==> src/rtl/axis_pack_24to32_if.sv <==
// AXI-Stream handshake bundle for the 24-to-32 bit packer.
// slave is the packer side; master is the upstream/downstream environment side.
interface axis_pack_24to32_if;
  logic        s_axis_tvalid;
  logic        s_axis_tready;
  logic [23:0] s_axis_tdata;
  logic        m_axis_tvalid;
  logic        m_axis_tready;
  logic [31:0] m_axis_tdata;

  modport slave (
    input  s_axis_tvalid, s_axis_tdata, m_axis_tready,
    output s_axis_tready, m_axis_tvalid, m_axis_tdata
  );

  modport master (
    output s_axis_tvalid, s_axis_tdata, m_axis_tready,
    input  s_axis_tready, m_axis_tvalid, m_axis_tdata
  );
endinterface

==> src/rtl/axis_pack_24to32.sv <==
// Packs 24-bit AXI-Stream beats into dense 32-bit words (4 beats -> 3 words, first pixel in LSBs).
// Optional residual flush is enabled by defining AXIS_PACK_FLUSH_EN.
module axis_pack_24to32 #(
  parameter bit SWAP = 1'b0
) (
  input  logic                     clk,
  input  logic                     reset,
`ifdef AXIS_PACK_FLUSH_EN
  input  logic                     flush,
  output logic                     flush_done,
`endif
  axis_pack_24to32_if.slave        axis,
  output logic [1:0]               phase
);

  logic [1:0]  ph_q, ph_d;
  logic [23:0] res_q, res_d;
  logic        m_valid_q, m_valid_d;
  logic [31:0] m_data_q, m_data_d;

  logic        slot_free;
  logic        s_ready;
  logic        in_hs;
  logic [31:0] packed_word;
  logic [23:0] res_next;

  function automatic logic [31:0] order(input logic [31:0] w);
    return SWAP ? {w[7:0], w[15:8], w[23:16], w[31:24]} : w;
  endfunction

  assign slot_free = ~m_valid_q | axis.m_axis_tready;

`ifdef AXIS_PACK_FLUSH_EN
  logic flush_pending_q, flush_pending_d;
  logic flush_done_q, flush_done_d;
  logic flush_fire;

  assign flush_fire = flush_pending_q & slot_free;
  // A flush request blocks the input in the same cycle so it always wins over a beat.
  assign s_ready    = ~flush & ~flush_pending_q & ((ph_q == 2'd0) | slot_free);
  assign flush_done = flush_done_q;
`else
  assign s_ready    = (ph_q == 2'd0) | slot_free;
`endif

  assign in_hs = axis.s_axis_tvalid & s_ready;

  // Residual is kept zero-extended so a flush can emit it directly as {8'h00, res_q}.
  always_comb begin
    packed_word = '0;
    res_next    = '0;
    case (ph_q)
      2'd0: res_next = axis.s_axis_tdata;
      2'd1: begin
        packed_word = {axis.s_axis_tdata[7:0], res_q};
        res_next    = {8'h00, axis.s_axis_tdata[23:8]};
      end
      2'd2: begin
        packed_word = {axis.s_axis_tdata[15:0], res_q[15:0]};
        res_next    = {16'h0000, axis.s_axis_tdata[23:16]};
      end
      default: packed_word = {axis.s_axis_tdata, res_q[7:0]};
    endcase
  end

  // NOTE: every variable gets a default at the top of the block so no path leaves it unassigned (no latch).
  always_comb begin
    ph_d      = ph_q;
    res_d     = res_q;
    m_valid_d = m_valid_q & ~axis.m_axis_tready;
    m_data_d  = m_data_q;
`ifdef AXIS_PACK_FLUSH_EN
    flush_pending_d = flush_pending_q;
    flush_done_d    = 1'b0;
`endif
    if (in_hs) begin
      ph_d  = ph_q + 2'd1;
      res_d = res_next;
      if (ph_q != 2'd0) begin
        m_valid_d = 1'b1;
        m_data_d  = order(packed_word);
      end
    end
`ifdef AXIS_PACK_FLUSH_EN
    if (flush && !flush_pending_q) begin
      if (ph_q == 2'd0) flush_done_d    = 1'b1;
      else              flush_pending_d = 1'b1;
    end else if (flush_fire) begin
      m_valid_d       = 1'b1;
      m_data_d        = order({8'h00, res_q});
      ph_d            = 2'd0;
      res_d           = '0;
      flush_pending_d = 1'b0;
      flush_done_d    = 1'b1;
    end
`endif
  end

  // NOTE: sequential state uses non-blocking assignments so every flop samples pre-edge values.
  always_ff @(posedge clk or posedge reset) begin
    if (reset) begin
      ph_q      <= 2'd0;
      res_q     <= '0;
      m_valid_q <= 1'b0;
      m_data_q  <= '0;
`ifdef AXIS_PACK_FLUSH_EN
      flush_pending_q <= 1'b0;
      flush_done_q    <= 1'b0;
`endif
    end else begin
      ph_q      <= ph_d;
      res_q     <= res_d;
      m_valid_q <= m_valid_d;
      m_data_q  <= m_data_d;
`ifdef AXIS_PACK_FLUSH_EN
      flush_pending_q <= flush_pending_d;
      flush_done_q    <= flush_done_d;
`endif
    end
  end

  assign axis.s_axis_tready = s_ready;
  assign axis.m_axis_tvalid = m_valid_q;
  assign axis.m_axis_tdata  = m_data_q;
  assign phase              = ph_q;

endmodule

==> src/flat_wrapper.sv <==
// flat-port wrapper written by rule: the top's interface ports become plain ports
module axis_pack_24to32_flat 
#(
  parameter bit SWAP = 1'b0
)
  (clk, reset, phase, axis_s_axis_tvalid, axis_s_axis_tdata, axis_m_axis_tready, axis_s_axis_tready, axis_m_axis_tvalid, axis_m_axis_tdata);
  axis_pack_24to32_if axis_i ();
  input  logic clk;
  input  logic reset;
  output logic [1:0] phase;
  input wire logic [$bits(axis_i.s_axis_tvalid)-1:0] axis_s_axis_tvalid;
  input wire logic [$bits(axis_i.s_axis_tdata)-1:0] axis_s_axis_tdata;
  input wire logic [$bits(axis_i.m_axis_tready)-1:0] axis_m_axis_tready;
  output wire logic [$bits(axis_i.s_axis_tready)-1:0] axis_s_axis_tready;
  output wire logic [$bits(axis_i.m_axis_tvalid)-1:0] axis_m_axis_tvalid;
  output wire logic [$bits(axis_i.m_axis_tdata)-1:0] axis_m_axis_tdata;
  assign axis_i.s_axis_tvalid = axis_s_axis_tvalid;
  assign axis_i.s_axis_tdata = axis_s_axis_tdata;
  assign axis_i.m_axis_tready = axis_m_axis_tready;
  assign axis_s_axis_tready = axis_i.s_axis_tready;
  assign axis_m_axis_tvalid = axis_i.m_axis_tvalid;
  assign axis_m_axis_tdata = axis_i.m_axis_tdata;
  axis_pack_24to32 #(.SWAP(SWAP)) u_core (.clk(clk), .reset(reset), .axis(axis_i), .phase(phase));
endmodule
==> config.mk <==
export PLATFORM = sky130hd
export DESIGN_NAME = axis_pack_24to32_flat
export DESIGN_NICKNAME = d
export VERILOG_FILES = /design/src/rtl/axis_pack_24to32_if.sv /design/src/rtl/axis_pack_24to32.sv /design/src/flat_wrapper.sv
export SDC_FILE = /design/constraint.sdc
export NUM_CORES = 1
export LEC_CHECK = 0
export CORE_MARGIN = 3
export CORE_UTILIZATION = 50
export CTS_CLUSTER_SIZE = 28
export DETAILED_ROUTE_END_ITERATION = 6
export GPL_TIMING_DRIVEN = 0
export MAX_ROUTING_LAYER = met4
export PLACE_DENSITY_LB_ADDON = 0.25
export SLEW_MARGIN = 15
export SYNTH_ARGS = -nofsm -noshare
export SYNTH_HDL_FRONTEND = slang
export SYNTH_SLANG_ARGS = --single-unit
==> constraint.sdc <==
create_clock -name clk -period 2.4 [get_ports clk]
set_input_delay 0.24 -clock clk [delete_from_list [all_inputs] [get_ports clk]]
set_output_delay 0.24 -clock clk [all_outputs]
set_load 0.01 [all_outputs]
# ---- Word-level counts from Yosys, hierarchy flattened
# Cells that the tools add are included.
dict set report totals {
  ramBits 0
  mem_count 0
  latch_bits 0
  ff_bits 59
  inputBits 28
  out_inout_bits 36
  word_cells 20
  mem_bits_ro 0
}
dict set report op_classes {
  eq_ne 2
  n_div 0
  n_reduce_logical 3
  n_lt_le_gt_ge 0
  shift 0
  addsub 1
  bitwise 6
  mux 4
  mul 0
}
# cell n
set ops {}
lappend ops {{case mux 32 bit (3 select lines)} 1}
lappend ops {{case mux 24 bit (3 select lines)} 1}
lappend ops {{adder 2 x 1 -> 2 bit, second input constant} 1}
lappend ops {{bitwise AND 1 bit} 2}
lappend ops {{equality test 2 x 1 -> 1 bit, second input constant} 1}
lappend ops {{equality test 2 bit, second input constant} 1}
lappend ops {{logical NOT 2 bit} 1}
lappend ops {{two-way mux 1 bit} 2}
lappend ops {{NOT 1 bit} 2}
lappend ops {{OR 1 bit} 2}
lappend ops {{AND reduction 2 bit} 1}
lappend ops {{nonzero test 2 bit} 1}

# ---- Logic depth before layout (Yosys ltp)
dict set report logic_depth {
  word_depth 5
  ltp_mapped 8
  mapped_depth_nobuf 5
}

# ---- Least setup slack after synthesis
# OpenSTA, ideal clock, no wires.
dict set report synth_timing {
  kind {register to register}
  from {register u_core.ph_q[0] (netlist: u_core.phase[0])}
  to {register u_core.res_q[10]}
  n_path_buf 3
  slack_ns 0.428
  t_arrival_ns 1.847
  setup_time_ns 0.125
  t_required_ns 2.275
  period_less_slack_ns 1.972
  stages_incl_launch_ff 9
  cell_sequence {dfrtp_1 inv_1 ha_1 buf_6 or3b_1 buf_6 nand2_8 buf_12 mux2_4}
}
dict set report synth_between {
  elab_chain_len 3
  elab_cells_between_ends 6
  classes_between {2 x eq/ne; 1 x mux; 2 x bitwise; 1 x reduce/logical}
}
# item line_no
set synth_rtl {}
lappend synth_rtl {{from (decl)} axis_pack_24to32.sv:16} ;# logic [1:0] ph_q, ph_d;
lappend synth_rtl {{from (signal assigned)} axis_pack_24to32.sv:111} ;# ph_q <= ph_d;
lappend synth_rtl {{logical NOT 2 bit} axis_pack_24to32.sv:43} ;# assign s_ready = (ph_q == 2'd0) | slot_free;
lappend synth_rtl {{OR 1 bit} axis_pack_24to32.sv:43}
lappend synth_rtl {{via axis_s_axis_tready} flat_wrapper.sv:14} ;# output wire logic [$bits(axis_i.s_axis_tready)-1:0] axis_s_axis_tready;
lappend synth_rtl {{bitwise AND 1 bit} axis_pack_24to32.sv:46} ;# assign in_hs = axis.s_axis_tvalid & s_ready;
lappend synth_rtl {{to (signal assigned)} axis_pack_24to32.sv:112} ;# res_q <= res_d;
lappend synth_rtl {{to (decl)} axis_pack_24to32.sv:17} ;# logic [23:0] res_q, res_d;
# The timed path passes the listed nets, and every way through them passes these cells.
# A chain may end at the register's enable or synchronous reset.

# ---- Worst setup path in the final report
dict set report layout_timing {
  from {register u_core.ph_q[0] (netlist: u_core.phase[0])}
  to {register u_core.res_q[0]}
}
dict set report layout_between {
  elab_chain_len 3
  elab_cells_between_ends 6
  classes_between {2 x eq/ne; 1 x mux; 2 x bitwise; 1 x reduce/logical}
}
# item line_no
set layout_rtl {}
lappend layout_rtl {{logical NOT 2 bit} {axis_pack_24to32.sv:43, axis_pack_24to32.sv:52}}
lappend layout_rtl {{OR 1 bit} axis_pack_24to32.sv:43}
lappend layout_rtl {{bitwise AND 1 bit} axis_pack_24to32.sv:46}
# Parallel ways exist; a longest one is shown, timed or not.

==> impl_metrics.toml <==
[final_layout]
stdcell_count = 394
syn_to_final_growth_pct = 31.35
fillers = 432
layout-drive-gt1-share = 0.1273
insertedDiodeCount = 0
nNetsFinal = 349

[yosys]
synth_seq_cells = 59
synth-simple-area-share = 0.08183
synth_compound_area_frac = 0.2653
postSynthAreaPerCell_um2 = 12.06
synth-xor-area-share = 0.003015
synthAdderAreaFrac = 0.01723
ys_seq_area_frac = 0.5082
synthesis.nets = 273
synth_top_family_by_area = "compound AO/OA/AOI/OAI gates"
synthMuxAreaShare = 0.06632
netlist_area_um2 = 2905
synth_cells = 241
synth_cell_types = 31
yosysWarnings = 0

[global_routing]
grt_pass1_wl_mm = 13.39
gr-usage-met3 = 0.04230
met1_usage = 0.4068
grt_util_all_layers = 0.2816
top_usage_layer = "met1"
grt_max_degree = 60
grt_pass1_vias = 2398
grt_overflow_total = 0
antenna_found_initial = 0
met2_usage = 0.4022

[timing]
fin_worst_skew_ns = 0.01080
rsz0062_at_grt = "false"
slew_headroom = 0.5059
period_needed_ns = 2.040
hold_viol_final = 0
fmax_mhz = 490.2
setup_viol = 0
setup-tns-final_ns = 0
slew_violations = 0
tightest_slew_ns = 0.7412
fin_crit_sh = 0.8499

[worst_setup_path]
cp-startpoint = "u_core.phase[0]"
critPathLaunchType = "flop"
reg2regPathDepth = 6
setup.worst_path.end_class = "flop"
cp_max_fo = 10
arrival_ns = 2.25
crit_end = "u_core.res_q[0]"
criticalPathCategory = "flop to flop"
r2r_slack_ns = 0.36
worst_r2r_startpoint = "u_core.phase[0]"
r2r_end = "u_core.res_q[0]"
cp.required_ns = 2.61

[placement]
dp_hpwl_mm = 5.849
portBuffers = 63
gp_congestion = 0.9533
dp_cells = 376

[clock_tree]
cts_root_buf = "clkbuf_8"
clk_pin_slew_ns = 0.07
cts_hold_buf = 0
htreeDepth = 3
cts_tree = "built"
clock_latency_ns = 0.34
cts_buffer_depth = 2
numCtsBuffers = 9
clkSinkCount = 59

[detailed_routing]
drt-initial-drc-count = 281
drcViolationCount = 7
via_per_inst = 6.135
postRouteAntennaNets = 0
wl_per_cell_um = 21.55
dr.pass1.iters = 7
wirelength_mm = 8.489
route.vias.total = 2417

[min_path]
hp-class = "input pin to async pin"

[outcome]
status = "finished, violations left"
violations = "design-rule violations"

[floorplan]
die_x_um = 82.23
chipHeight_um = 82.23
die_area_um2 = 6761
initial_utilization = 0.5212
design.portCount = 64
core_um2 = 5574
row_count = 27

[power]
power_density_nw_per_um2 = 1291
power.leakage_nw = 1.603
ir_drop_mv = 0.7090
finalPower_w = 0.004926

[job]
maxCapViolCount = 0
==> cells in the mapped netlist <==
| cell | count | area share |
|---|---|---|
| nand2b_1 | 2 | 0.0043 |
| o21ai_0 | 16 | 0.028 |
| nand2_8 | 1 | 0.0069 |
| mux2i_1 | 8 | 0.028 |
| ha_1 | 4 | 0.017 |
| o31ai_2 | 2 | 0.0086 |
| nand2b_4 | 1 | 0.0047 |
| or3_1 | 1 | 0.0022 |
| and3b_1 | 1 | 0.0030 |
| dfrtp_1 | 59 | 0.51 |
| a221oi_1 | 16 | 0.048 |
| clkbuf_1 | 15 | 0.019 |
| or3b_1 | 1 | 0.0030 |
| nand2_1 | 1 | 0.0013 |
| buf_1 | 1 | 0.0013 |
| o2bb2ai_1 | 16 | 0.048 |
| mux2_2 | 6 | 0.023 |
| nor2b_1 | 17 | 0.037 |
| buf_2 | 2 | 0.0034 |
| nand3b_1 | 2 | 0.0052 |
| a22o_1 | 16 | 0.048 |
| a222oi_1 | 8 | 0.028 |
| buf_12 | 1 | 0.0069 |
| mux2_4 | 3 | 0.016 |
| o31ai_1 | 14 | 0.036 |
| a22oi_1 | 8 | 0.021 |
| xnor2_1 | 1 | 0.0030 |
| nor3b_2 | 1 | 0.0043 |
| buf_6 | 6 | 0.023 |
| inv_1 | 3 | 0.0039 |
| nor2_1 | 8 | 0.010 |
==> layer usage <==
metal  wire length [um]  vias up
li1                   -     1091
met1               3997     1203
met2               3854      111
met3                509       12
met4                127        0
met5                  0        -
==> area by class of cell <==
class / instances / area, um^2 / area share
repair buffers: 65 / 648.1 / 0.1698
clock inverters: 5 / 28.78 / 0.007541
plain buffers: 25 / 157.7 / 0.04131
inverters: 3 / 13.76 / 0.003607
clock buffers: 11 / 141.4 / 0.03705
flip-flops and latches: 59 / 1476 / 0.3869
multi-input cells: 154 / 1260 / 0.3302
well taps: 72 / 90.09 / 0.02361
==> sequential cells by signal (all words and copies together), names as in the netlist <==
signal,cells
u_core.phase,2
u_core.axis.m_axis_tvalid,1
u_core.res_q,24
u_core.axis.m_axis_tdata,32
==> stage by stage <==
stage               hold WS [ns]  setup slack (ns)  area [um^2]  utilization
global route              0.4386            0.2486         3816       0.6846
detailed placement        0.4725            0.3144         3628       0.6510
global placement          0.4727           -0.3571         3626       0.6505
finish                    0.3772            0.3602         3816       0.6846
CTS                       0.4044           0.04688         3814       0.6842
floorplan                 0.3725            0.4284         2905            -
==> worst max-delay path, cell delays in order (launching register included) <==
cell and delay, ns:
dfrtp_1 0.39, buf_4 0.16, ha_1 0.18, clkbuf_1 0.17, clkbuf_1 0.30, a222oi_1 0.56, o2bb2ai_1 0.14
==> worst min-delay path by stage <==
stage	start	slack, ns	to
3_5_place_dp	u_core.axis.m_axis_tdata[11]	0.47	u_core.axis.m_axis_tdata[11]
3_3_place_gp	u_core.axis.m_axis_tdata[10]	0.47	u_core.axis.m_axis_tdata[10]
4_1_cts	reset	0.40	u_core.axis.m_axis_tvalid
2_1_floorplan	axis_s_axis_tdata[17]	0.37	u_core.res_q[17]
5_1_grt	reset	0.44	u_core.axis.m_axis_tdata[16]
6_report	reset	0.38	u_core.axis.m_axis_tdata[16]
==> cells in the final DEF (no fill, tap or decap), types with 2 or more instances in the layout <==
master,instances
inv_1,2
clkdlybuf4s50_1,62
mux2i_1,8
clkinv_2,4
o31ai_2,2
buf_4,2
o21ai_0,16
a22oi_1,8
nor2b_1,17
dfrtp_1,59
mux2_2,6
a22o_1,16
mux2_4,3
clkbuf_8,10
o2bb2ai_1,16
a221oi_1,16
buf_6,6
ha_1,4
o31ai_1,14
nor2_1,8
clkbuf_1,16
nand3b_1,2
buf_2,2
a222oi_1,8
nand2b_1,2
==> timing repair <==
item | CTS | global route
hold endpoints to repair | 0 | 0
resized for setup | 0 | 1
buffers inserted | 2 | 0
endpoints found under the setup margin | 1 | 1
cloned | 0 | 0
==> kinds of logic (layout without fill, tap and decap cells) <==
family / Yosys count / in the layout
mux: 17 / 17
compound gates: 96 / 96
flops: 59 / 59
fa+ha+maj: 4 / 4
buf+inv: 28 / 109
simple gates: 36 / 36
xor+xnor: 1 / 1
==> power by group <==
| group | switching [W] | internal (W) | total, W | leakage, nW |
|---|---|---|---|---|
| sequential | 0.000201 | 0.00137 | 0.00158 | 0.773 |
| combinational | 0.00132 | 0.00123 | 0.00256 | 0.737 |
| clock | 0.000398 | 0.000397 | 0.000795 | 0.0928 |
Note: power is estimated with default switching activity, not from simulation.
